$ cat src/rtl/axil_arb_pkg.sv
// Shared types and constants for the two-master AXI4-Lite arbiter.
package axil_arb_pkg;

  typedef enum logic [2:0] {
    ST_IDLE,
    ST_RD_ADDR,
    ST_RD_DATA,
    ST_WR_REQ,
    ST_WR_RESP
  } state_e;

  localparam logic [1:0] RESP_OKAY   = 2'b00;
  localparam logic [1:0] RESP_SLVERR = 2'b10;

  // Request index: bit 1 selects the master, bit 0 selects write over read.
  localparam int unsigned REQ_W = 4;
  localparam logic [1:0] REQ_M0_RD = 2'd0;
  localparam logic [1:0] REQ_M0_WR = 2'd1;
  localparam logic [1:0] REQ_M1_RD = 2'd2;
  localparam logic [1:0] REQ_M1_WR = 2'd3;

  function automatic logic req_master(input logic [1:0] idx);
    return idx[1];
  endfunction

  function automatic logic req_is_write(input logic [1:0] idx);
    return idx[0];
  endfunction

endpackage

$ cat src/rtl/axil_arb2_rr_arb4.sv
// Combinational 4-way round-robin picker: first request at or after ptr wins.
module rr_arb4
  import axil_arb_pkg::*;
(
  input  logic [REQ_W-1:0] req_i,
  input  logic [1:0]       ptr_i,
  output logic [REQ_W-1:0] gnt_oh_o,
  output logic [1:0]       gnt_idx_o,
  output logic             gnt_any_o
);

  logic [1:0] idx;

  always_comb begin
    gnt_oh_o  = '0;
    gnt_idx_o = '0;
    idx       = '0;
    for (int i = 0; i < 4; i++) begin
      idx = ptr_i + 2'(i);
      if (req_i[idx] && (gnt_oh_o == '0)) begin
        gnt_oh_o[idx] = 1'b1;
        gnt_idx_o     = idx;
      end
    end
  end

  assign gnt_any_o = |req_i;

endmodule

$ cat src/rtl/axil_arb2.sv
// Two-master AXI4-Lite arbiter, one transaction in flight, round-robin over four sources.
// Optional response watchdog enabled by defining AXIL_ARB_TIMEOUT_EN.
module axil_arb2
  import axil_arb_pkg::*;
#(
  parameter int unsigned ADDR_W      = 32,
  parameter int unsigned DATA_W      = 32,
  parameter int unsigned TIMEOUT_CYC = 256
) (
  input  logic                clk,
  input  logic                rst,
  input  logic                m0_arvalid_i,
  output logic                m0_arready_o,
  input  logic [ADDR_W-1:0]   m0_araddr_i,
  output logic                m0_rvalid_o,
  input  logic                m0_rready_i,
  output logic [DATA_W-1:0]   m0_rdata_o,
  output logic [1:0]          m0_rresp_o,
  input  logic                m0_awvalid_i,
  output logic                m0_awready_o,
  input  logic [ADDR_W-1:0]   m0_awaddr_i,
  input  logic                m0_wvalid_i,
  output logic                m0_wready_o,
  input  logic [DATA_W-1:0]   m0_wdata_i,
  input  logic [DATA_W/8-1:0] m0_wstrb_i,
  output logic                m0_bvalid_o,
  input  logic                m0_bready_i,
  output logic [1:0]          m0_bresp_o,
  input  logic                m1_arvalid_i,
  output logic                m1_arready_o,
  input  logic [ADDR_W-1:0]   m1_araddr_i,
  output logic                m1_rvalid_o,
  input  logic                m1_rready_i,
  output logic [DATA_W-1:0]   m1_rdata_o,
  output logic [1:0]          m1_rresp_o,
  input  logic                m1_awvalid_i,
  output logic                m1_awready_o,
  input  logic [ADDR_W-1:0]   m1_awaddr_i,
  input  logic                m1_wvalid_i,
  output logic                m1_wready_o,
  input  logic [DATA_W-1:0]   m1_wdata_i,
  input  logic [DATA_W/8-1:0] m1_wstrb_i,
  output logic                m1_bvalid_o,
  input  logic                m1_bready_i,
  output logic [1:0]          m1_bresp_o,
  output logic                s_arvalid_o,
  input  logic                s_arready_i,
  output logic [ADDR_W-1:0]   s_araddr_o,
  input  logic                s_rvalid_i,
  output logic                s_rready_o,
  input  logic [DATA_W-1:0]   s_rdata_i,
  input  logic [1:0]          s_rresp_i,
  output logic                s_awvalid_o,
  input  logic                s_awready_i,
  output logic [ADDR_W-1:0]   s_awaddr_o,
  output logic                s_wvalid_o,
  input  logic                s_wready_i,
  output logic [DATA_W-1:0]   s_wdata_o,
  output logic [DATA_W/8-1:0] s_wstrb_o,
  input  logic                s_bvalid_i,
  output logic                s_bready_o,
  input  logic [1:0]          s_bresp_i
);

  localparam int unsigned STRB_W = DATA_W / 8;

  state_e     state_q, state_d;
  logic [1:0] ptr_q, ptr_d;
  logic       gnt_m_q, gnt_m_d, gnt_rw_q, gnt_rw_d;
  logic       aw_done_q, aw_done_d, w_done_q, w_done_d;
  logic       hung_q, hung_set_c, timed_out_c, resp_state_c;

  logic [REQ_W-1:0] req_c, gnt_oh_c;
  logic [1:0]       gnt_idx_c;
  logic             gnt_any_c;

  logic              sel_arvalid, sel_rready, sel_awvalid, sel_wvalid, sel_bready;
  logic [DATA_W-1:0] rdata_c;
  logic [1:0]        rresp_c, bresp_c;
  logic              arready_c, rvalid_c, awready_c, wready_c, bvalid_c;
  logic              s_arvalid_c, s_rready_c, s_awvalid_c, s_wvalid_c, s_bready_c;

  assign req_c = {m1_awvalid_i, m1_arvalid_i, m0_awvalid_i, m0_arvalid_i};

  rr_arb4 u_rr (
    .req_i     (req_c),
    .ptr_i     (ptr_q),
    .gnt_oh_o  (gnt_oh_c),
    .gnt_idx_o (gnt_idx_c),
    .gnt_any_o (gnt_any_c)
  );

  // Granted-master input mux; payloads pass straight through.
  assign sel_arvalid = gnt_m_q ? m1_arvalid_i : m0_arvalid_i;
  assign sel_rready  = gnt_m_q ? m1_rready_i  : m0_rready_i;
  assign sel_awvalid = gnt_m_q ? m1_awvalid_i : m0_awvalid_i;
  assign sel_wvalid  = gnt_m_q ? m1_wvalid_i  : m0_wvalid_i;
  assign sel_bready  = gnt_m_q ? m1_bready_i  : m0_bready_i;
  assign s_araddr_o  = gnt_m_q ? m1_araddr_i  : m0_araddr_i;
  assign s_awaddr_o  = gnt_m_q ? m1_awaddr_i  : m0_awaddr_i;
  assign s_wdata_o   = gnt_m_q ? m1_wdata_i   : m0_wdata_i;
  assign s_wstrb_o   = gnt_m_q ? STRB_W'(m1_wstrb_i) : STRB_W'(m0_wstrb_i);

  assign resp_state_c = (state_q == ST_RD_DATA) || (state_q == ST_WR_RESP);

  always_ff @(posedge clk) begin
    if (rst) begin
      state_q   <= ST_IDLE;
      ptr_q     <= '0;
      gnt_m_q   <= 1'b0;
      gnt_rw_q  <= 1'b0;
      aw_done_q <= 1'b0;
      w_done_q  <= 1'b0;
    end else begin
      state_q   <= state_d;
      ptr_q     <= ptr_d;
      gnt_m_q   <= gnt_m_d;
      gnt_rw_q  <= gnt_rw_d;
      aw_done_q <= aw_done_d;
      w_done_q  <= w_done_d;
    end
  end

  always_comb begin
    state_d     = state_q;
    ptr_d       = ptr_q;
    gnt_m_d     = gnt_m_q;
    gnt_rw_d    = gnt_rw_q;
    aw_done_d   = aw_done_q;
    w_done_d    = w_done_q;
    hung_set_c  = 1'b0;
    arready_c   = 1'b0;
    rvalid_c    = 1'b0;
    rdata_c     = s_rdata_i;
    rresp_c     = s_rresp_i;
    awready_c   = 1'b0;
    wready_c    = 1'b0;
    bvalid_c    = 1'b0;
    bresp_c     = s_bresp_i;
    s_arvalid_c = 1'b0;
    s_rready_c  = 1'b0;
    s_awvalid_c = 1'b0;
    s_wvalid_c  = 1'b0;
    s_bready_c  = 1'b0;
    unique case (state_q)
      ST_IDLE: begin
        if (gnt_any_c && (gnt_oh_c != '0)) begin
          gnt_m_d  = req_master(gnt_idx_c);
          gnt_rw_d = req_is_write(gnt_idx_c);
          ptr_d    = gnt_idx_c + 2'd1;
          state_d  = req_is_write(gnt_idx_c) ? ST_WR_REQ : ST_RD_ADDR;
        end
      end
      ST_RD_ADDR: begin
        s_arvalid_c = sel_arvalid;
        arready_c   = s_arready_i;
        if (sel_arvalid && s_arready_i) state_d = ST_RD_DATA;
      end
      ST_RD_DATA: begin
        if (timed_out_c) begin
          rvalid_c = 1'b1;
          rdata_c  = '0;
          rresp_c  = RESP_SLVERR;
          if (sel_rready) begin
            state_d    = ST_IDLE;
            hung_set_c = 1'b1;
          end
        end else begin
          rvalid_c   = s_rvalid_i;
          s_rready_c = sel_rready;
          if (s_rvalid_i && sel_rready) state_d = ST_IDLE;
        end
      end
      ST_WR_REQ: begin
        // Each channel stops forwarding once its own handshake has happened.
        s_awvalid_c = sel_awvalid & ~aw_done_q;
        awready_c   = s_awready_i & ~aw_done_q;
        s_wvalid_c  = sel_wvalid & ~w_done_q;
        wready_c    = s_wready_i & ~w_done_q;
        if (s_awvalid_c && s_awready_i) aw_done_d = 1'b1;
        if (s_wvalid_c && s_wready_i)   w_done_d  = 1'b1;
        if (aw_done_d && w_done_d) begin
          state_d   = ST_WR_RESP;
          aw_done_d = 1'b0;
          w_done_d  = 1'b0;
        end
      end
      ST_WR_RESP: begin
        if (timed_out_c) begin
          bvalid_c = 1'b1;
          bresp_c  = RESP_SLVERR;
          if (sel_bready) begin
            state_d    = ST_IDLE;
            hung_set_c = 1'b1;
          end
        end else begin
          bvalid_c   = s_bvalid_i;
          s_bready_c = sel_bready;
          if (s_bvalid_i && sel_bready) state_d = ST_IDLE;
        end
      end
      default: state_d = ST_IDLE;
    endcase
    // After a watchdog abort, swallow the slave's late response.
    if (hung_q && !resp_state_c) begin
      s_rready_c = 1'b1;
      s_bready_c = 1'b1;
    end
  end

`ifdef AXIL_ARB_TIMEOUT_EN
  localparam int unsigned CNT_W = $clog2(TIMEOUT_CYC + 1);
  logic [CNT_W-1:0] cnt_q;

  assign timed_out_c = resp_state_c && (cnt_q == CNT_W'(TIMEOUT_CYC));

  always_ff @(posedge clk) begin
    if (rst) begin
      cnt_q  <= '0;
      hung_q <= 1'b0;
    end else begin
      if (!resp_state_c)    cnt_q <= '0;
      else if (!timed_out_c) cnt_q <= cnt_q + CNT_W'(1);
      if (hung_set_c)
        hung_q <= 1'b1;
      else if (hung_q && !resp_state_c && (s_rvalid_i || s_bvalid_i))
        hung_q <= 1'b0;
    end
  end
`else
  logic unused_c;
  assign timed_out_c = 1'b0;
  assign hung_q      = 1'b0;
  assign unused_c    = ^{TIMEOUT_CYC, hung_set_c, gnt_rw_q};
`endif

  assign m0_arready_o = arready_c & ~gnt_m_q;
  assign m1_arready_o = arready_c &  gnt_m_q;
  assign m0_rvalid_o  = rvalid_c  & ~gnt_m_q;
  assign m1_rvalid_o  = rvalid_c  &  gnt_m_q;
  assign m0_awready_o = awready_c & ~gnt_m_q;
  assign m1_awready_o = awready_c &  gnt_m_q;
  assign m0_wready_o  = wready_c  & ~gnt_m_q;
  assign m1_wready_o  = wready_c  &  gnt_m_q;
  assign m0_bvalid_o  = bvalid_c  & ~gnt_m_q;
  assign m1_bvalid_o  = bvalid_c  &  gnt_m_q;
  assign m0_rdata_o   = rdata_c;
  assign m1_rdata_o   = rdata_c;
  assign m0_rresp_o   = rresp_c;
  assign m1_rresp_o   = rresp_c;
  assign m0_bresp_o   = bresp_c;
  assign m1_bresp_o   = bresp_c;
  assign s_arvalid_o  = s_arvalid_c;
  assign s_rready_o   = s_rready_c;
  assign s_awvalid_o  = s_awvalid_c;
  assign s_wvalid_o   = s_wvalid_c;
  assign s_bready_o   = s_bready_c;

endmodule

$ cat config.mk
export PLATFORM = sky130hd
export DESIGN_NAME = axil_arb2
export DESIGN_NICKNAME = d
export VERILOG_FILES = /design/src/rtl/axil_arb_pkg.sv /design/src/rtl/axil_arb2_rr_arb4.sv /design/src/rtl/axil_arb2.sv
export SDC_FILE = /design/constraint.sdc
export NUM_CORES = 1
export LEC_CHECK = 0
export ABC_AREA = 0
export BUFFER_PORTS_ARGS = -buffer_cell sky130_fd_sc_hd__buf_2
export CAP_MARGIN = 20
export CELL_PAD_IN_SITES_DETAIL_PLACEMENT = 1
export CELL_PAD_IN_SITES_GLOBAL_PLACEMENT = 2
export CORE_AREA = 2 2 171 173
export CTS_CLUSTER_DIAMETER = 60
export DETAILED_ROUTE_END_ITERATION = 7
export DIE_AREA = 0 0 173 175
export GPL_TIMING_DRIVEN = 0
export PLACE_DENSITY_LB_ADDON = 0.1
export SLEW_MARGIN = 15
export SYNTH_ARGS = -nofsm -noshare
export SYNTH_HDL_FRONTEND = slang
export SYNTH_SLANG_ARGS = --single-unit
$ cat constraint.sdc
create_clock -name clk -period 6 [get_ports clk]
set_input_delay 1.2 -clock clk [delete_from_list [all_inputs] [get_ports clk]]
set_output_delay 1.2 -clock clk [all_outputs]
set_load 0.01 [all_outputs]
==> results of run 1 <==
## power breakdown
part,switching [mW],total [mW],leakage (nW),internal (mW)
clock,0.0248,0.111,0.0370,0.0858
sequential,0.0236,0.0912,0.0657,0.0676
combinational,0.529,1.05,2.67,0.522
## metal layers
| layer | up-vias | GRT usage (%) | wire [um] |
|---|---|---|---|
| met5 | - | 0 | 0 |
| met3 | 2 | 3.72 | 1530 |
| met1 | 1718 | 10.6 | 6010 |
| met4 | 0 | 0.883 | 48 |
| li1 | 1846 | - | - |
| met2 | 221 | 23.3 | 10400 |
## worst max-delay path by stage
stage	start	to	slack [ps]	cells past startpoint
finish	gnt_m_q$_SDFFE_PP0P_	s_wdata_o[30]	1970	5
global route	gnt_m_q$_SDFFE_PP0P_	s_wdata_o[30]	1570	5
CTS	gnt_m_q$_SDFFE_PP0P_	s_wdata_o[30]	1720	5
detailed placement	gnt_m_q$_SDFFE_PP0P_	s_wdata_o[30]	1970	5
global placement	gnt_m_q$_SDFFE_PP0P_	s_wdata_o[30]	2040	5
floorplan	gnt_m_q$_SDFFE_PP0P_	s_awaddr_o[30]	3040	4
## final cells by class
cell class                 count  area [um2]  share of cell area, %
multi-input combinational    205        1940                   36.5
clock buffer                   3        75.1                   1.42
sequential                     8         160                   3.02
antenna                        4        10.0                  0.189
inverter                       6        22.5                  0.425
buffer                        88         604                   11.4
tap                          384         480                   9.07
timing repair buffer         402        2010                   38.0
## logic make-up (layout without fill, tap and decap cells)
| kind of cell | count (synthesis) | after routing |
|---|---|---|
| muxes | 115 | 115 |
| buffers and inverters | 94 | 499 |
| and+or+nand+nor | 56 | 56 |
| AOI/OAI and AO/OA | 27 | 27 |
| DFF | 8 | 8 |
| adders and majority gates | 7 | 7 |
| other | 0 | 4 |
## stage by stage
step                      hold WS, ps  cells  util, %
after detailed placement          566   1093     18.4
after global placement            555   1093     18.4
after floorplan                   519    307        -
after CTS                         574   1096     18.6
after global routing              604   1097     18.6
final                             576   1100     18.7
## cells in the final DEF (no fill, tap or decap), types with 2 or more instances in the layout
cell / Yosys / layout
nor3_1: 5 / 5
nor4_1: 4 / 4
o21ai_0: 2 / 2
a21oi_1: 6 / 6
mux2i_1: 11 / 11
mux4_2: 2 / 2
ha_1: 7 / 7
and3_1: 3 / 3
o21ba_2: 2 / 2
buf_2: 0 / 402
clkbuf_16: 0 / 3
inv_1: 6 / 6
dfxtp_1: 8 / 8
nand2_1: 7 / 7
mux2_2: 101 / 101
nor2_1: 15 / 15
a211oi_2: 2 / 2
nor2b_1: 4 / 4
clkbuf_1: 10 / 10
diode_2: 0 / 4
buf_1: 5 / 5
nand3_1: 4 / 4
or3_1: 3 / 3
nand2b_1: 3 / 3
buf_4: 73 / 73
## registers in the layout, indices dropped and copies added (netlist names)
| name | flops |
|---|---|
| aw_done_q | 1 |
| state_q | 3 |
| ptr_q | 2 |
| w_done_q | 1 |
| gnt_m_q | 1 |
## critical path, cell delays in order (launching register included)
cell and delay (ps):
dfxtp_1 390, buf_1 640, buf_1 450, clkbuf_1 550
mux2_2 410, buf_2 150
==> flow_metrics.py, run 1 <==
metrics = {
    "clock_network": {
        "cts_hold_buf": 0,
        "htree_levels": 1,
        "clockBufferDepth": 2,
        "post_cts_resized": 0,
        "path_clk_slew_ps": 40,
        "postCtsSetupBuffers": 0,
        "ctsRootBufferMaster": "clkbuf_16",
        "numCtsBuffers": 3,
        "cts.sinks": 8,
        "cts_tree": "built",
        "clkLatencyLatePin_ps": 230,
    },
    "worst_setup_path": {
        "cp-end-kind": "primary output",
        "cp_data_required_time_ps": 4800,
        "cp_data_arrival_time_ps": 2830,
        "reg2reg_depth": 9,
        "r2r_end": "state_q[1]$_SDFFE_PP0P_",
        "path_class": "register to primary output",
        "reg2reg_slack_ps": 2760,
        "crit_path_start_kind": "register",
        "critPathMaxFanout": 10,
        "rr_startpoint": "ptr_q[0]$_SDFFE_PP0P_",
    },
    "yosys": {
        "synth_top_family_by_area": "multiplexers",
        "synth-xor-area-share_pct": 0,
        "synthSimpleGateAreaFrac_pct": 11.0,
        "syn_inst": 307,
        "synth_top_cell_by_area": "mux2_2",
        "netlist_area_um2": 2720,
        "syn_area_per_cell_um2": 8.87,
        "ys_seq_area_share_pct": 5.88,
        "synth-edff-count": 0,
        "ys_ff_latch": 8,
        "synthArstFlopShare_pct": 0,
        "synth.area.top_cells": "mux2_2 (42%), buf_4 (20%), dfxtp_1 (5.9%), mux2i_1 (4.0%), ha_1 (3.2%)",
        "synth_top_area_share_pct": 41.8,
        "syn-num-nets": 567,
        "synthFlopType": "dfxtp_1",
        "yosys-mux-area-fraction_pct": 48.4,
        "yosys-top-cells-count": "mux2_2 (101), buf_4 (73), nor2_1 (15)",
        "synth.most_common_cell": "mux2_2",
        "synth_fa_ha_area_share_pct": 3.22,
        "yosysWarnings": 0,
        "synth_compound_area_share_pct": 8.46,
        "ys_types": 46,
    },
    "global_route": {
        "grt_max_degree": 11,
        "grt_usage_pct": 11.1,
        "antenna_found_initial": 3,
        "grt_pass1_vias": 4136,
        "grt_pass1_wl_mm": 26.0,
        "grt.overflow.total": 0,
    },
    "sta": {
        "fin_crit_sh_pct": 67.1,
        "rsz0062_at_grt": "no",
        "worst_pin_slew_ps": 814,
        "drv_slew": 0,
        "worst_slack_ps": 1970,
        "fin_setup_tns_ps": 0,
        "fmax_ghz": 0.248,
        "finalHoldViolCount": 0,
        "period_minus_slack_ps": 4030,
        "skew_ps": 3.52,
        "relSlewSlack_pct": 45.7,
        "finalSetupViolations": 0,
    },
    "floorplan": {
        "row_count": 62,
        "die-area_um2": 30300,
        "ios": 440,
        "core-area_um2": 28400,
        "die_w_um": 173,
        "die-height_um": 175,
        "start_util_pct": 9.59,
    },
    "drt": {
        "drtIter0Drc": 108,
        "detail_route.vias_per_cell": 3.44,
        "drt-total-wl_mm": 17.9,
        "first_pass_iters": 4,
        "antenna_left": 0,
        "drc_errors": 0,
        "vias": 3787,
        "wl_per_cell_um": 16.3,
    },
    "worst_hold_path": {
        "hold_path_end": "w_done_q$_SDFFE_PP0P_",
        "min_path_type": "register to register",
        "hold_depth": 2,
        "min_from": "w_done_q$_SDFFE_PP0P_",
    },
    "final_layout": {
        "nets": 974,
        "fillers": 3528,
        "syn_to_final_growth_pct": 94.7,
        "drive_gt1_share_pct": 83.1,
        "design_area_um2": 5300,
    },
    "pwr": {
        "peakVddDrop_v": 0.0000759,
        "p_per_area_nw_per_um2": 236,
        "p_total_mw": 1.25,
        "p_leak_nw": 2.77,
    },
    "place": {
        "preCtsSetupSlack_ps": 1970,
        "numPortBuffers": 402,
        "placed_cell_area_um2": 5220,
        "gp_congestion": 0.803,
        "hpwl_mm": 16.4,
    },
    "flow_run": {
        "cap_violations": 0,
    },
    "status": {
        "outcome": "finished clean",
    },
}
Note: power is estimated with default switching activity, not from simulation.
==> inputs of run 2 (changes only) <==
Settings changed: CORE_AREA 2 2 171 173 to 2 2 170 172, DIE_AREA 0 0 173 175 to 0 0 172 174.
Clock period 6 ns to 3.65 ns, I/O delays scaled along.
==> run 2 against run 1 <==
Effect of this change:
- global-route usage up 0.14 points
- clock skew is 2.9 ps higher
- worst hold slack improved by 25 ps
- wire length up 2.9%
- register-to-register slack worse by 2400 ps
- critical path type unchanged
- cell area increased by 0.17%
- sequential power up 64%
- critical endpoint is now s_wdata_o[1]
- critical path depth stayed put
==> flow_metrics.py, run 2 (synthesis results as in run 1) <==
metrics = {
    "status": {
        "outcome": "finished clean",
    },
    "final_layout": {
        "multi_input_area_um2": 1940,
        "design_area_um2": 5310,
        "fillers": 3511,
        "drive_gt1_share_pct": 83.4,
        "layout_common_cells": "buf_2 (402), mux2_2 (101), buf_4 (73)",
        "syn_to_final_growth_pct": 95.0,
        "layout_commonest_cell": "buf_2",
        "reg_top3": "state_q (3), ptr_q (2)",
        "nets": 974,
        "seq_area_um2": 160,
        "largest_register_ffs": 3,
        "regMostFlops": "state_q",
    },
    "sta": {
        "whs_ps": 601,
        "skew_ps": 6.41,
        "finalHoldViolCount": 0,
        "fin_setup_tns_ps": 0,
        "finalSetupViolations": 0,
        "fin_crit_sh_pct": 90.7,
        "fmax_ghz": 0.302,
        "rsz0062_at_grt": "no",
        "drv_slew": 0,
        "relSlewSlack_pct": 60.7,
        "period_minus_slack_ps": 3310,
        "worst_pin_slew_ps": 590,
    },
    "floorplan": {
        "ios": 440,
        "start_util_pct": 9.64,
        "die-height_um": 174,
        "die-area_um2": 29900,
        "row_count": 62,
        "core-area_um2": 28200,
        "die_w_um": 172,
    },
    "clock_network": {
        "clockBufferDepth": 2,
        "numCtsBuffers": 3,
        "cts_tree": "built",
        "path_clk_slew_ps": 40,
        "htree_levels": 1,
        "cts_hold_buf": 0,
        "clkLatencyLatePin_ps": 230,
        "cts.sinks": 8,
        "ctsRootBufferMaster": "clkbuf_16",
    },
    "drt": {
        "drt-met1-wl_mm": 6.12,
        "wl_per_cell_um": 16.8,
        "detail_route.vias_per_cell": 3.48,
        "dr_wl_met2_mm": 10.4,
        "drtIter0Drc": 107,
        "met3_length_mm": 1.77,
        "drt-total-wl_mm": 18.5,
        "first_pass_iters": 4,
        "top_layer": "met5",
        "antenna_left": 0,
        "vias": 3824,
        "drc_errors": 0,
    },
    "place": {
        "hpwl_mm": 16.9,
        "placed_cell_area_um2": 5220,
        "gp_congestion": 0.805,
        "numPortBuffers": 402,
    },
    "flow_run": {
        "cap_violations": 0,
    },
    "worst_setup_path": {
        "cp_data_required_time_ps": 2920,
        "cp_data_arrival_time_ps": 2580,
        "path_class": "register to primary output",
        "critPathMaxFanout": 10,
        "crit_path_start_kind": "register",
        "cp-end-kind": "primary output",
    },
    "pwr": {
        "peakVddDrop_v": 0.000134,
        "p_per_area_nw_per_um2": 393,
        "p_total_mw": 2.09,
        "p_leak_nw": 2.77,
    },
    "global_route": {
        "grt_max_degree": 11,
        "antenna_found_initial": 7,
        "grt_usage_pct": 11.2,
        "grt_pass1_wl_mm": 25.5,
        "grt_pass1_vias": 4078,
        "grt.overflow.total": 0,
    },
    "worst_hold_path": {
        "min_path_type": "register to register",
    },
}
==> run 2: path summary, 6_finish.rpt <==
path / startpoint / end / slack, ps / cells after the start
max: gnt_m_q$_SDFFE_PP0P_ / s_wdata_o[1] / 340 / 5
min: w_done_q$_SDFFE_PP0P_ / w_done_q$_SDFFE_PP0P_ / 600 / 2
max reg2reg: ptr_q[0]$_SDFFE_PP0P_ / state_q[1]$_SDFFE_PP0P_ / 360 / 9
min reg2reg: w_done_q$_SDFFE_PP0P_ / w_done_q$_SDFFE_PP0P_ / 600 / 2
==> run 2: repair_timing <==
item	4_1_cts	5_1_grt
resized for setup	2	2
endpoints found under the hold margin	0	0
setup endpoints to repair	26	3
buffers inserted	0	0
==> run 2: area by class of cell <==
| cell class | count | share of cell area [%] |
|---|---|---|
| buffer | 88 | 11.5 |
| clock buffer | 3 | 1.41 |
| multi-input combinational | 205 | 36.5 |
| antenna | 4 | 0.189 |
| timing repair buffer | 402 | 37.9 |
| tap | 384 | 9.05 |
| sequential | 8 | 3.02 |
| inverter | 6 | 0.424 |
==> run 2: routing by layer <==
metal | up-vias | track usage, %
met1 | 1747 | 10.7
met5 | - | 0
met2 | 208 | 23.4
met4 | 8 | 0.805
li1 | 1849 | -
met3 | 12 | 3.60
==> run 2: per-stage QoR <==
step                cells  utilization [%]  worst slack, ps
floorplan             307                -              869
global placement     1093             18.5              137
detailed placement   1093             18.5              129
CTS                  1096             18.8              103
global route         1098             18.8             62.7
finish               1100             18.8              341
==> run 2: critical path, stage by stage, from the launching register on <==
cell             delay [ps]
dfxtp_1                 390
clkdlybuf4s15_2         450
buf_1                   460
clkbuf_1                490
mux2_2                  410
buf_2                   140
==> run 2: report_power, final <==
part	internal (mW)	switching [mW]
clock network	0.141	0.0441
logic	0.862	0.889
registers	0.111	0.0388
total	1.11	0.972
==> inputs of run 3 (changes only) <==
Settings changed: CORE_AREA 2 2 170 172 to 2 2 173 175, DIE_AREA 0 0 172 174 to 0 0 175 177, HOLD_SLACK_MARGIN from default to 0.02.
Clock period 3.65 ns to 3.1 ns, I/O delays scaled along.
==> run 3 against run 2 <==
Effect of this change:
- cell area grew 0.40%
- setup slack lost 180 ps
- worst hold slack lost 24 ps
- combinational power grew 21%
- largest cell class unchanged
- largest power group unchanged
- final cell count grew 0.18%
- clock-buffer cell count is the same
- clock skew shrank 5.2 ps
- sequential power grew 22%
==> flow_metrics.py, run 3 (synthesis results as in run 1) <==
metrics = {
    "status": {
        "outcome": "finished clean",
    },
    "drt": {
        "first_pass_iters": 4,
        "drc_errors": 0,
        "detail_route.vias_per_cell": 3.47,
        "wl_per_cell_um": 17.9,
        "vias": 3819,
        "drtIter0Drc": 79,
        "antenna_left": 0,
        "drt-total-wl_mm": 19.8,
    },
    "sta": {
        "relSlewSlack_pct": 57.7,
        "skew_ps": 1.19,
        "whs_ps": 577,
        "rsz0062_at_grt": "no",
        "fin_crit_sh_pct": 94.7,
        "drv_slew": 0,
        "finalHoldViolCount": 0,
        "finalSetupViolations": 0,
        "worst_pin_slew_ps": 635,
        "fmax_ghz": 0.341,
        "period_minus_slack_ps": 2930,
    },
    "final_layout": {
        "antenna_cells": 0,
        "drive_gt1_share_pct": 84.7,
        "layout_commonest_cell": "buf_2",
        "largest_register_ffs": 3,
        "multi_input_area_um2": 1950,
        "regMostFlops": "state_q",
        "reg_top3": "state_q (3), ptr_q (2)",
        "nets": 974,
        "final_util_pct": 18.2,
        "syn_to_final_growth_pct": 95.8,
        "seq_area_um2": 165,
        "fillers": 3579,
        "layout_common_cells": "buf_2 (404), mux2_2 (101), buf_4 (72)",
        "design_area_um2": 5330,
    },
    "clock_network": {
        "postCtsSetupBuffers": 0,
        "path_clk_slew_ps": 40,
        "clkLatencyLatePin_ps": 230,
        "numCtsBuffers": 3,
        "cts_hold_buf": 0,
        "ctsRootBufferMaster": "clkbuf_16",
        "cts.sinks": 8,
        "htree_levels": 1,
        "cts_tree": "built",
        "clockBufferDepth": 2,
    },
    "floorplan": {
        "row_count": 63,
        "core-area_um2": 29200,
        "die_w_um": 175,
        "start_util_pct": 9.31,
        "ios": 440,
        "die-height_um": 177,
        "die-area_um2": 31000,
    },
    "global_route": {
        "grt_pass1_wl_mm": 26.9,
        "grt_max_degree": 11,
        "antenna_found_initial": 2,
        "grt_pass1_vias": 4049,
        "grt.overflow.total": 0,
        "grt_usage_pct": 11.6,
    },
    "pwr": {
        "p_per_area_nw_per_um2": 471,
        "peakVddDrop_v": 0.000152,
        "p_total_mw": 2.51,
        "p_leak_nw": 2.79,
    },
    "place": {
        "hpwl_mm": 18.0,
        "gp_congestion": 0.812,
        "placed_cell_area_um2": 5220,
        "numPortBuffers": 402,
    },
    "flow_run": {
        "cap_violations": 0,
    },
    "worst_setup_path": {
        "cp_slowest_cell": "mux4_2",
        "crit_chain": "buf_6 > inv_1 > ha_2 > mux4_2 > a22oi_2 > a221o_2 > o211ai_2 > a211o_1 > a211oi_2",
        "critPathMaxFanout": 10,
        "cp_top_family": "compound AO/OA/AOI/OAI gates",
        "cp_data_arrival_time_ps": 3080,
        "slowest_delay_ps": 570,
        "cp-end-kind": "register",
        "crit_path_start_kind": "register",
        "cp_data_required_time_ps": 3250,
        "cp_num_buf_inv": 2,
        "path_class": "register to register",
        "reg2reg_slack_ps": 170,
    },
    "worst_hold_path": {
        "min_path_type": "register to register",
    },
}
[run 3: per-layer routing]
metal  GRT usage [%]  share of wire (%)  wire (um)
met1            13.2                 38       7500
met2            23.1                 55      11000
met4           0.521               0.12         23
met3            2.45                6.4       1260
met5               0               0.12         23
[run 3: path summary, 6_finish.rpt]
path | from | to | depth (start not counted)
min | w_done_q$_SDFFE_PP0P_ | w_done_q$_SDFFE_PP0P_ | 2
max | ptr_q[0]$_SDFFE_PP0P_ | state_q[1]$_SDFFE_PP0P_ | 9
max reg2reg | ptr_q[0]$_SDFFE_PP0P_ | state_q[1]$_SDFFE_PP0P_ | 9
min reg2reg | w_done_q$_SDFFE_PP0P_ | w_done_q$_SDFFE_PP0P_ | 2
[run 3: stage by stage]
| stage | setup TNS (ps) | setup WS [ps] | std cells |
|---|---|---|---|
| final | 0 | 165 | 1102 |
| after global routing | 0 | 11.4 | 1102 |
| after CTS | 0 | 10.8 | 1102 |
| after detailed placement | -11350 | -412 | 1099 |
| after global placement | -9330 | -350 | 1099 |
| after floorplan | 0 | 319 | 307 |
[run 3: layout make-up]
class / count / area share (%)
repair buffers: 402 / 37.7
inverters: 6 / 0.423
clock buffers: 3 / 1.41
flip-flops and latches: 8 / 3.10
multi-input cells: 205 / 36.6
well taps: 390 / 9.15
plain buffers: 88 / 11.5
[run 3: where the power goes]
part	total, mW	leakage (nW)	internal (mW)	switching, mW
logic	2.11	2.69	1.03	1.09
registers	0.183	0.0666	0.135	0.0476
clock network	0.216	0.0370	0.166	0.0499
total	2.51	2.79	1.33	1.18
[run 3: timing repair]
| item | 4_1_cts | 5_1_grt |
|---|---|---|
| endpoints found under the setup margin | 110 | 18 |
| gates resized for setup | 11 | 5 |
| pin swaps | 0 | 0 |
[run 3: worst register-to-register path, cell delays in order (launching register included)]
cell and delay [ps]:
dfxtp_4 400, buf_6 170, inv_1 130, ha_2 400
mux4_2 570, a22oi_2 280, a221o_2 210, o211ai_2 140
a211o_1 330, a211oi_2 210
